**src/rtl/aip_pkg.sv**
```systemverilog
// Shared definitions for the AIP port arbiter.
//   AIP_CFG_W : default AIP config bus width
//   ST_*      : arbiter FSM state encoding
//   rr_next() : round-robin pointer advance, wrapping at n
package aip_pkg;
  localparam int AIP_CFG_W = 5;

  localparam logic [1:0] ST_IDLE = 2'd0;
  localparam logic [1:0] ST_BUSY = 2'd1;
  localparam logic [1:0] ST_GAP  = 2'd2;

  function automatic logic [2:0] rr_next(input logic [2:0] k, input int n);
    return (int'(k) >= n - 1) ? 3'd0 : k + 3'd1;
  endfunction
endpackage

```
**src/rtl/aip_port_arbiter_rr.sv**
```systemverilog
// Combinational round-robin picker.
//   i_req : request vector
//   i_ptr : index that has first claim this round
//   o_gnt : one-hot pick (0 when no request)
//   o_idx : index of the pick
module rr_arbiter #(
  parameter  int N  = 3,
  localparam int IW = $clog2(N)
) (
  input  logic [N-1:0]  i_req,
  input  logic [IW-1:0] i_ptr,
  output logic [N-1:0]  o_gnt,
  output logic [IW-1:0] o_idx
);
  int w_j;

  // Scan from furthest to nearest so the nearest requester at/after ptr wins.
  always_comb begin
    o_gnt = '0;
    o_idx = '0;
    w_j   = 0;
    for (int i = N - 1; i >= 0; i--) begin
      w_j = int'(i_ptr) + i;
      if (w_j >= N) w_j = w_j - N;
      if (i_req[w_j]) begin
        o_gnt      = '0;
        o_gnt[w_j] = 1'b1;
        o_idx      = IW'(w_j);
      end
    end
  end
endmodule

```
**src/rtl/aip_port_arbiter.sv**
```systemverilog
// Shares one AIP slave port among N_REQ requesters: round-robin grant, bus lock
// while the owner holds i_req, idle watchdog, interrupt routed to the job owner.
//   i_clk/i_rst_a            : clock, async active-low reset
//   i_req/i_read/i_write/i_start, i_conf_dbus, i_data_in : per-requester side
//   o_gnt/o_owner/o_timeout/o_int_req/o_data_out         : status to requesters
//   o_configAIP/o_dataInAIP/o_readAIP/o_writeAIP/o_startAIP, i_dataOutAIP, i_intAIP : slave side
module aip_port_arbiter
  import aip_pkg::*;
#(
  parameter int DATA_WORD = 32,
  parameter int N_REQ     = 3,
  parameter int CFG_W     = AIP_CFG_W,
  parameter int TIMEOUT   = 1024
) (
  input  logic                      i_clk,
  input  logic                      i_rst_a,
  input  logic [N_REQ-1:0]          i_req,
  input  logic [N_REQ*CFG_W-1:0]    i_conf_dbus,
  input  logic [N_REQ-1:0]          i_read,
  input  logic [N_REQ-1:0]          i_write,
  input  logic [N_REQ-1:0]          i_start,
  input  logic [N_REQ*DATA_WORD-1:0] i_data_in,
  output logic [N_REQ-1:0]          o_gnt,
  output logic [DATA_WORD-1:0]      o_data_out,
  output logic [N_REQ-1:0]          o_int_req,
  output logic [2:0]                o_owner,
  output logic                      o_timeout,
  output logic [CFG_W-1:0]          o_configAIP,
  output logic [DATA_WORD-1:0]      o_dataInAIP,
  output logic                      o_readAIP,
  output logic                      o_writeAIP,
  output logic                      o_startAIP,
  input  logic [DATA_WORD-1:0]      i_dataOutAIP,
  input  logic                      i_intAIP
);
  localparam int IW   = $clog2(N_REQ);
  localparam int WD_W = (TIMEOUT < 2) ? 1 : $clog2(TIMEOUT + 1);

  logic [1:0]       r_state;
  logic [N_REQ-1:0] r_gnt, r_pend;
  logic [IW-1:0]    r_owner, r_ptr, r_job;
  logic [WD_W-1:0]  r_wd;
  logic             r_timeout, r_int_d;

  logic [N_REQ-1:0] w_arb_gnt, w_clr, w_set;
  logic [IW-1:0]    w_arb_idx;
  logic             w_busy, w_rd, w_wr, w_st, w_act, w_own_req, w_expire, w_rise;

  rr_arbiter #(.N(N_REQ)) u_rr (
    .i_req (i_req),
    .i_ptr (r_ptr),
    .o_gnt (w_arb_gnt),
    .o_idx (w_arb_idx)
  );

  assign w_busy    = (r_state == ST_BUSY);
  assign w_rd      = w_busy & i_read[r_owner];
  assign w_wr      = w_busy & i_write[r_owner];
  assign w_st      = w_busy & i_start[r_owner];
  assign w_act     = w_rd | w_wr | w_st;
  assign w_own_req = i_req[r_owner];
  // Revoke on the idle cycle that would take the count to TIMEOUT.
  assign w_expire  = (TIMEOUT != 0) && w_busy && !w_act && (r_wd == WD_W'(TIMEOUT - 1));
  assign w_rise    = i_intAIP & ~r_int_d;
  // r_gnt is one-hot of the owner while BUSY, so it doubles as the clear mask.
  assign w_clr     = (w_rd | w_st) ? r_gnt : '0;
  assign w_set     = w_rise ? (N_REQ'(1) << r_job) : '0;

  always_ff @(posedge i_clk or negedge i_rst_a) begin
    if (!i_rst_a) begin
      r_state   <= ST_IDLE;
      r_gnt     <= '0;
      r_owner   <= '0;
      r_ptr     <= '0;
      r_job     <= '0;
      r_wd      <= '0;
      r_pend    <= '0;
      r_timeout <= 1'b0;
      r_int_d   <= 1'b0;
    end else begin
      r_timeout <= 1'b0;
      r_int_d   <= i_intAIP;
      case (r_state)
        ST_IDLE: if (|i_req) begin
          r_state <= ST_BUSY;
          r_gnt   <= w_arb_gnt;
          r_owner <= w_arb_idx;
          r_ptr   <= IW'(rr_next(3'(w_arb_idx), N_REQ));
          r_wd    <= '0;
        end
        ST_BUSY: begin
          if (!w_own_req) begin
            r_state <= ST_GAP;
            r_gnt   <= '0;
          end else if (w_expire) begin
            r_state   <= ST_GAP;
            r_gnt     <= '0;
            r_timeout <= 1'b1;
          end else begin
            r_wd <= w_act ? '0 : r_wd + 1'b1;
          end
        end
        default: r_state <= ST_IDLE;
      endcase
      if (w_st) r_job <= r_owner;
      // Set wins over clear for the same requester.
      r_pend <= (r_pend & ~w_clr) | w_set;
    end
  end

  always_comb begin
    o_configAIP = '0;
    o_dataInAIP = '0;
    o_data_out  = '0;
    if (w_busy) begin
      o_configAIP = i_conf_dbus[int'(r_owner)*CFG_W +: CFG_W];
      o_dataInAIP = i_data_in[int'(r_owner)*DATA_WORD +: DATA_WORD];
      o_data_out  = i_dataOutAIP;
    end
  end

  assign o_readAIP  = w_rd;
  assign o_writeAIP = w_wr;
  assign o_startAIP = w_st;
  assign o_gnt      = r_gnt;
  assign o_owner    = 3'(r_owner);
  assign o_int_req  = r_pend;
  assign o_timeout  = r_timeout;
endmodule

```
**config.mk**
```make
export PLATFORM = sky130hd
export DESIGN_NAME = aip_port_arbiter
export DESIGN_NICKNAME = d
export VERILOG_FILES = /design/src/rtl/aip_pkg.sv /design/src/rtl/aip_port_arbiter_rr.sv /design/src/rtl/aip_port_arbiter.sv
export SDC_FILE = /design/constraint.sdc
export NUM_CORES = 1
export LEC_CHECK = 0
export BUFFER_PORTS_ARGS = -buffer_cell sky130_fd_sc_hd__buf_2
export CAP_MARGIN = 20
export CORE_MARGIN = 10
export CORE_UTILIZATION = 42
export DETAILED_ROUTE_END_ITERATION = 12
export GPL_ROUTABILITY_DRIVEN = 0
export PLACE_DENSITY = 0.87
export SLEW_MARGIN = 20
export SYNTH_ARGS = -nofsm -noshare
export SYNTH_HDL_FRONTEND = slang
export SYNTH_HIERARCHICAL = 1
export SYNTH_SLANG_ARGS = --single-unit
```
**constraint.sdc**
```tcl
create_clock -name i_clk -period 3.8 [get_ports i_clk]
set_input_delay 0.19 -clock i_clk [delete_from_list [all_inputs] [get_ports i_clk]]
set_output_delay 0.19 -clock i_clk [all_outputs]
set_load 0.005 [all_outputs]
```
# --- Word-level counts from Yosys, hierarchy flattened ---
# Index checks and enable logic that the tools add are counted.
classes:
  mul: 1
  bitwise_logic: 11
  n_reduce_logical: 13
  shift: 3
  magnitude_cmp: 11
  addsub: 7
  mux: 54
  n_eq_ne: 6
op_table:
  columns: ["op", "count"]
  rows:
  - ["$mux 32", 5]
  - ["$ge 32x1->1 const B", 3]
  - ["$lt 32x4->1 const B", 3]
  - ["$shiftx 96x8->32", 1]
  - ["$ge 32x3->1 const B", 2]
  - ["$sub 32x3->32 const B", 2]
  - ["$mux 11", 4]
  - ["$mux 3", 8]
  - ["$pmux 11 s2", 1]
  - ["$mux 1", 16]
  - ["$shiftx 15x6->5", 1]
  - ["$bmux 1 s2", 7]
  - ["$mux 2", 7]
  - ["$add 11x1->11 const B", 1]
  - ["$eq 11x10->1 const B", 1]
  - ["$demux 1 s2", 3]
  - ["$pmux 3 s2", 1]
  - ["$logic_and 1x1->1", 5]
  - ["$mul 2x3->5 const B", 1]
  - ["$mux 5", 1]
  - ["$and 1x1->1", 4]
  - ["$ge 2x2->1 const B", 2]
  - ["$ne 2x2->1 const B", 2]
  - ["$pmux 2 s2", 1]
  - ["other kinds (21)", 24]
word_totals:
  regBits: 27
  output_inout_bits: 82
  wordCells: 115
  inputBits: 158

# --- Longest topological paths before layout ---
logic_depth:
  depth_word: 12
  mapped_depth: 9
  mapped_depth_nobuf: 8

# --- Hierarchy ---
# The synthesis kept the hierarchy.
modules_own_cells:
  columns: ["module", "seq_area_each_um2", "area_each_um2", "instances", "cells_each"]
  rows:
  - ["aip_port_arbiter", 675.6, 2513.7, 1, 350]
  - ["rr_arbiter", 0.0, 266.5, 1, 37]

# --- Worst setup path before layout ---
# OpenSTA, ideal clock, no wires.
synth_path:
  path_type: "register to register"
  from: "register r_owner[0]"
  to: "register r_wd[5]"
  required_time_ns: 3.724
  slack_ns: 1.827
  setup_ns: 0.076
  t_arrival_ns: 1.896
  stages_incl_launch_ff: 7
  path_buffers: 1
  synth_period_minus_slack_ns: 1.973
  cell_sequence: "dfrtp_1 buf_2 nor2b_4 o2bb2ai_1 or4_4 or4_1 o21ai_1"
synth_between:
  elab_chain_cells: 10
  word_cells_on_any_way: 23
  classes_between: "eq/ne: 2; mux: 12; bitwise: 5; reduce/logical: 4"
synth_lines:
  columns: ["item", "line", "source"]
  rows:
  - ["start, declared", "aip_port_arbiter.sv:41", "logic [IW-1:0] r_owner, r_ptr, r_job;"]
  - ["start signal, assigned", "aip_port_arbiter.sv:87", "r_owner <= w_arb_idx;"]
  - ["$bmux 1 s2, on equally long branches", "aip_port_arbiter.sv:57, aip_port_arbiter.sv:58", null]
  - ["$mux 1, on equally long branches", "aip_port_arbiter.sv:57, aip_port_arbiter.sv:58", null]
  - ["$and 1x1->1, on equally long branches", "aip_port_arbiter.sv:57, aip_port_arbiter.sv:58", null]
  - ["$or 1x1->1 (2 in a row)", "aip_port_arbiter.sv:60", "assign w_act = w_rd | w_wr | w_st;"]
  - ["$logic_not 1->1", "aip_port_arbiter.sv:63", "assign w_expire = (TIMEOUT != 0) && w_busy && !w_act && (r_wd == WD_W'(TIMEOUT - 1));"]
  - ["$logic_and 1x1->1 (2 in a row)", "aip_port_arbiter.sv:63", null]
  - ["$ne 2x2->1 (no line)", null, null]
  - ["$reduce_and 4->1 (no line)", null, null]
  - ["end signal, assigned", "aip_port_arbiter.sv:100", "r_wd <= w_act ? '0 : r_wd + 1'b1;"]
  - ["end, declared", "aip_port_arbiter.sv:42", "logic [WD_W-1:0] r_wd;"]
# Several ways; a longest one is shown, not always the timed one. The select of a mux whose other input is x is not followed.
# A chain may end at the register's enable or synchronous reset.

# --- Final worst setup path ---
layout_path:
  from: "register r_owner[1]"
  to: "register r_wd[5]"
# The elaborated chain is that of the path after synthesis.

==> impl_metrics.tcl <==
set metrics [dict create \
    first_iter_violations 170 \
    power_density_nw_per_um2 583 \
    required_ns 4.01 \
    cts_buffers 3 \
    grt_usage 0.220 \
    syn_area_um2 2780 \
    ir_drop_mv 0.355 \
    ant_nets 0 \
    grt_pass1_vias 3592 \
    r2r-start "r_owner[1]" \
    setup-violations-final 0 \
    synth-seq-area-share 0.243 \
    clock_latency_ns 0.27 \
    routedWlPerCell_um 18.0 \
    antenna_found_initial 0 \
    n_fill_cell 584 \
    dp_hpwl_mm 10.5 \
    cts_root_buf "clkbuf_8" \
    rows 29 \
    yosys_warnings 6 \
    overflow 0 \
    syn2layout_area_growth_pct 45.3 \
    postCtsSetupRepairBufs 0 \
    fin_nets 772 \
    r2r_end "r_wd[5]" \
    cp_max_fo 27 \
    path_clk_slew_ns 0.09 \
    hold_path_class "input port to register" \
    crit_chain "mux2i_1 > o2bb2ai_1 > or4_4 > or4_1 > o21ai_1" \
    skew_ns 0.00121 \
    syn-instance-count 387 \
    setup-tns-final_ns 0 \
    synth_cell_type_count 50 \
    finalWirelength_mm 12.3 \
    grt_pass1_wl_mm 18.6 \
    synth_edf_count 0 \
    synthesis.nets 550 \
    io_pins 240 \
    cp-end-kind "register" \
    grt_max_degree 40 \
    postCtsResizedCells 0 \
    worstPathArrival_ns 2.70 \
    leakage_nw 2.17 \
    dr.pass1.iters 5 \
    htree_levels 1 \
    hold_buffers 1 \
    avgSynthCellArea_um2 7.18 \
    rsz0062_at_grt "false" \
    relSlewSlack 0.515 \
    finalHoldViolCount 0 \
    coreArea_um2 6390 \
    cpPeakStageDelay_ns 0.85 \
    start_kind "register" \
    outcome "finished clean" \
    finalInstanceArea_um2 4040 \
    critPathKind "register to register" \
    timing.fmax_ghz 0.402 \
    dpl-instance-area_um2 3990 \
    hp-start "i_intAIP" \
    cts_buffer_depth 2 \
    die_w_um 101 \
    chipHeight_um 101 \
    start_util 0.435 \
    clkSinkCount 27 \
    diodes 0 \
    max_cap_viol_count 0 \
    r2r_slack_ns 1.31 \
    final_common_cell "buf_2" \
    worst_pin_slew_ns 0.728 \
    layout_common_cells "238 x buf_2, 84 x nor2_1, 52 x a21oi_1, 45 x mux2i_1, 35 x and2_1" \
    min_period_ns 2.49 \
    tritoncts "yes" \
    vias 3625 \
    design.die.area_um2 10300 \
    avgViaCountPerCell 5.29 \
    drcViolationCount 0 \
    slew_violations 0 \
    period_share 0.655 \
    finalPower_mw 2.36 \
    worst_path_max_delay_cell "dfrtp_2" \
    whs_path_depth 1 \
    worst_hold_path.endpoint "r_int_d" \
    synth-seq-cells 27 \
    synth_ff_type "dfrtp_1" \
    drive_above_1_share 0.421 \
    synthArstFlopShare 1.00 \
    r2r_cells 5 \
    port_buffers 238 \
]
## stage by stage
step,hold WS [ns],utilization,worst slack [ns],cells
5_1_grt,0.0455,0.633,1.16,685
4_1_cts,0.0472,0.633,1.32,685
3_5_place_dp,0.218,0.624,1.34,680
3_3_place_gp,0.215,0.624,1.38,680
2_1_floorplan,-0.106,-,1.83,387
6_report,0.0431,0.633,1.31,685
## state kept, by name (all words and copies together), names as in the netlist
| register | count |
|---|---|
| r_wd | 11 |
| r_job | 2 |
| r_owner | 2 |
| r_ptr | 2 |
| r_int_d | 1 |
| r_state | 2 |
| o_gnt | 3 |
| o_timeout | 1 |
| o_int_req | 3 |
## worst max-delay path: cells and delay by family (launching register included)
| family | cells | cell delay, ns |
|---|---|---|
| DFF | 1 | 0.85 |
| and+or+nand+nor | 2 | 1.07 |
| AOI/OAI and AO/OA | 2 | 0.22 |
| muxes | 1 | 0.27 |
## layer usage
| layer | share of wire | GRT usage | vias to the layer above | routed length, um |
|---|---|---|---|---|
| met5 | 0 | 0 | - | 0 |
| met4 | 0.025 | 0.0675 | 0 | 314 |
| met3 | 0.10 | 0.0817 | 25 | 1290 |
| met2 | 0.51 | 0.389 | 194 | 6290 |
| met1 | 0.36 | 0.237 | 1631 | 4440 |
| li1 | - | - | 1775 | - |
## kinds of logic (layout without fill, tap and decap cells)
kind of cell,Yosys count,in the layout,share of synthesized area
adder cells (fa/ha/maj),5,5,0.0225
buffers and inverters,39,260,0.0621
multiplexers,47,47,0.170
flip-flops,27,27,0.243
AND/OR/NAND/NOR,173,173,0.301
AO/OA/AOI/OAI,95,95,0.200
other,1,1,0.00135
## layout make-up
| cell class | instances | area (um2) | area share |
|---|---|---|---|
| clock buffers | 4 | 45.0 | 0.0111 |
| well taps | 77 | 96.3 | 0.0238 |
| multi-input cells | 321 | 1930 | 0.479 |
| repair buffers | 245 | 1250 | 0.308 |
| inverters | 11 | 41.3 | 0.0102 |
| flip-flops and latches | 27 | 677 | 0.168 |
## worst max path at each step
stage / start / to / cells after the start
floorplan: r_owner[0] / r_wd[5] / 6
global placement: r_owner[1] / r_wd[5] / 5
detailed placement: r_owner[1] / r_wd[5] / 5
CTS: r_owner[1] / r_wd[5] / 5
global route: r_owner[1] / r_wd[5] / 5
finish: r_owner[1] / r_wd[5] / 5
## Yosys cell counts, drive strengths merged (3+ instances only)
master	number	area share
a21oi	52	0.094
o22ai	3	0.0068
mux2i	45	0.16
buf	12	0.026
o2bb2ai	3	0.0095
ha	5	0.023
nand3	3	0.0054
o21ai	14	0.027
and2	35	0.079
dfrtp	27	0.24
or3	3	0.0068
nand4	3	0.0068
inv	11	0.015
nand2	25	0.034
nand3b	5	0.014
nor2	84	0.11
nor3	3	0.0054
a21o	4	0.011
a22oi	3	0.0081
clkbuf	16	0.022
## report_power, final
part	switching (mW)	internal [mW]
registers	0.116	0.353
logic	0.960	0.766
clock network	0.0869	0.0752
Power figures use the tool's default switching activity.
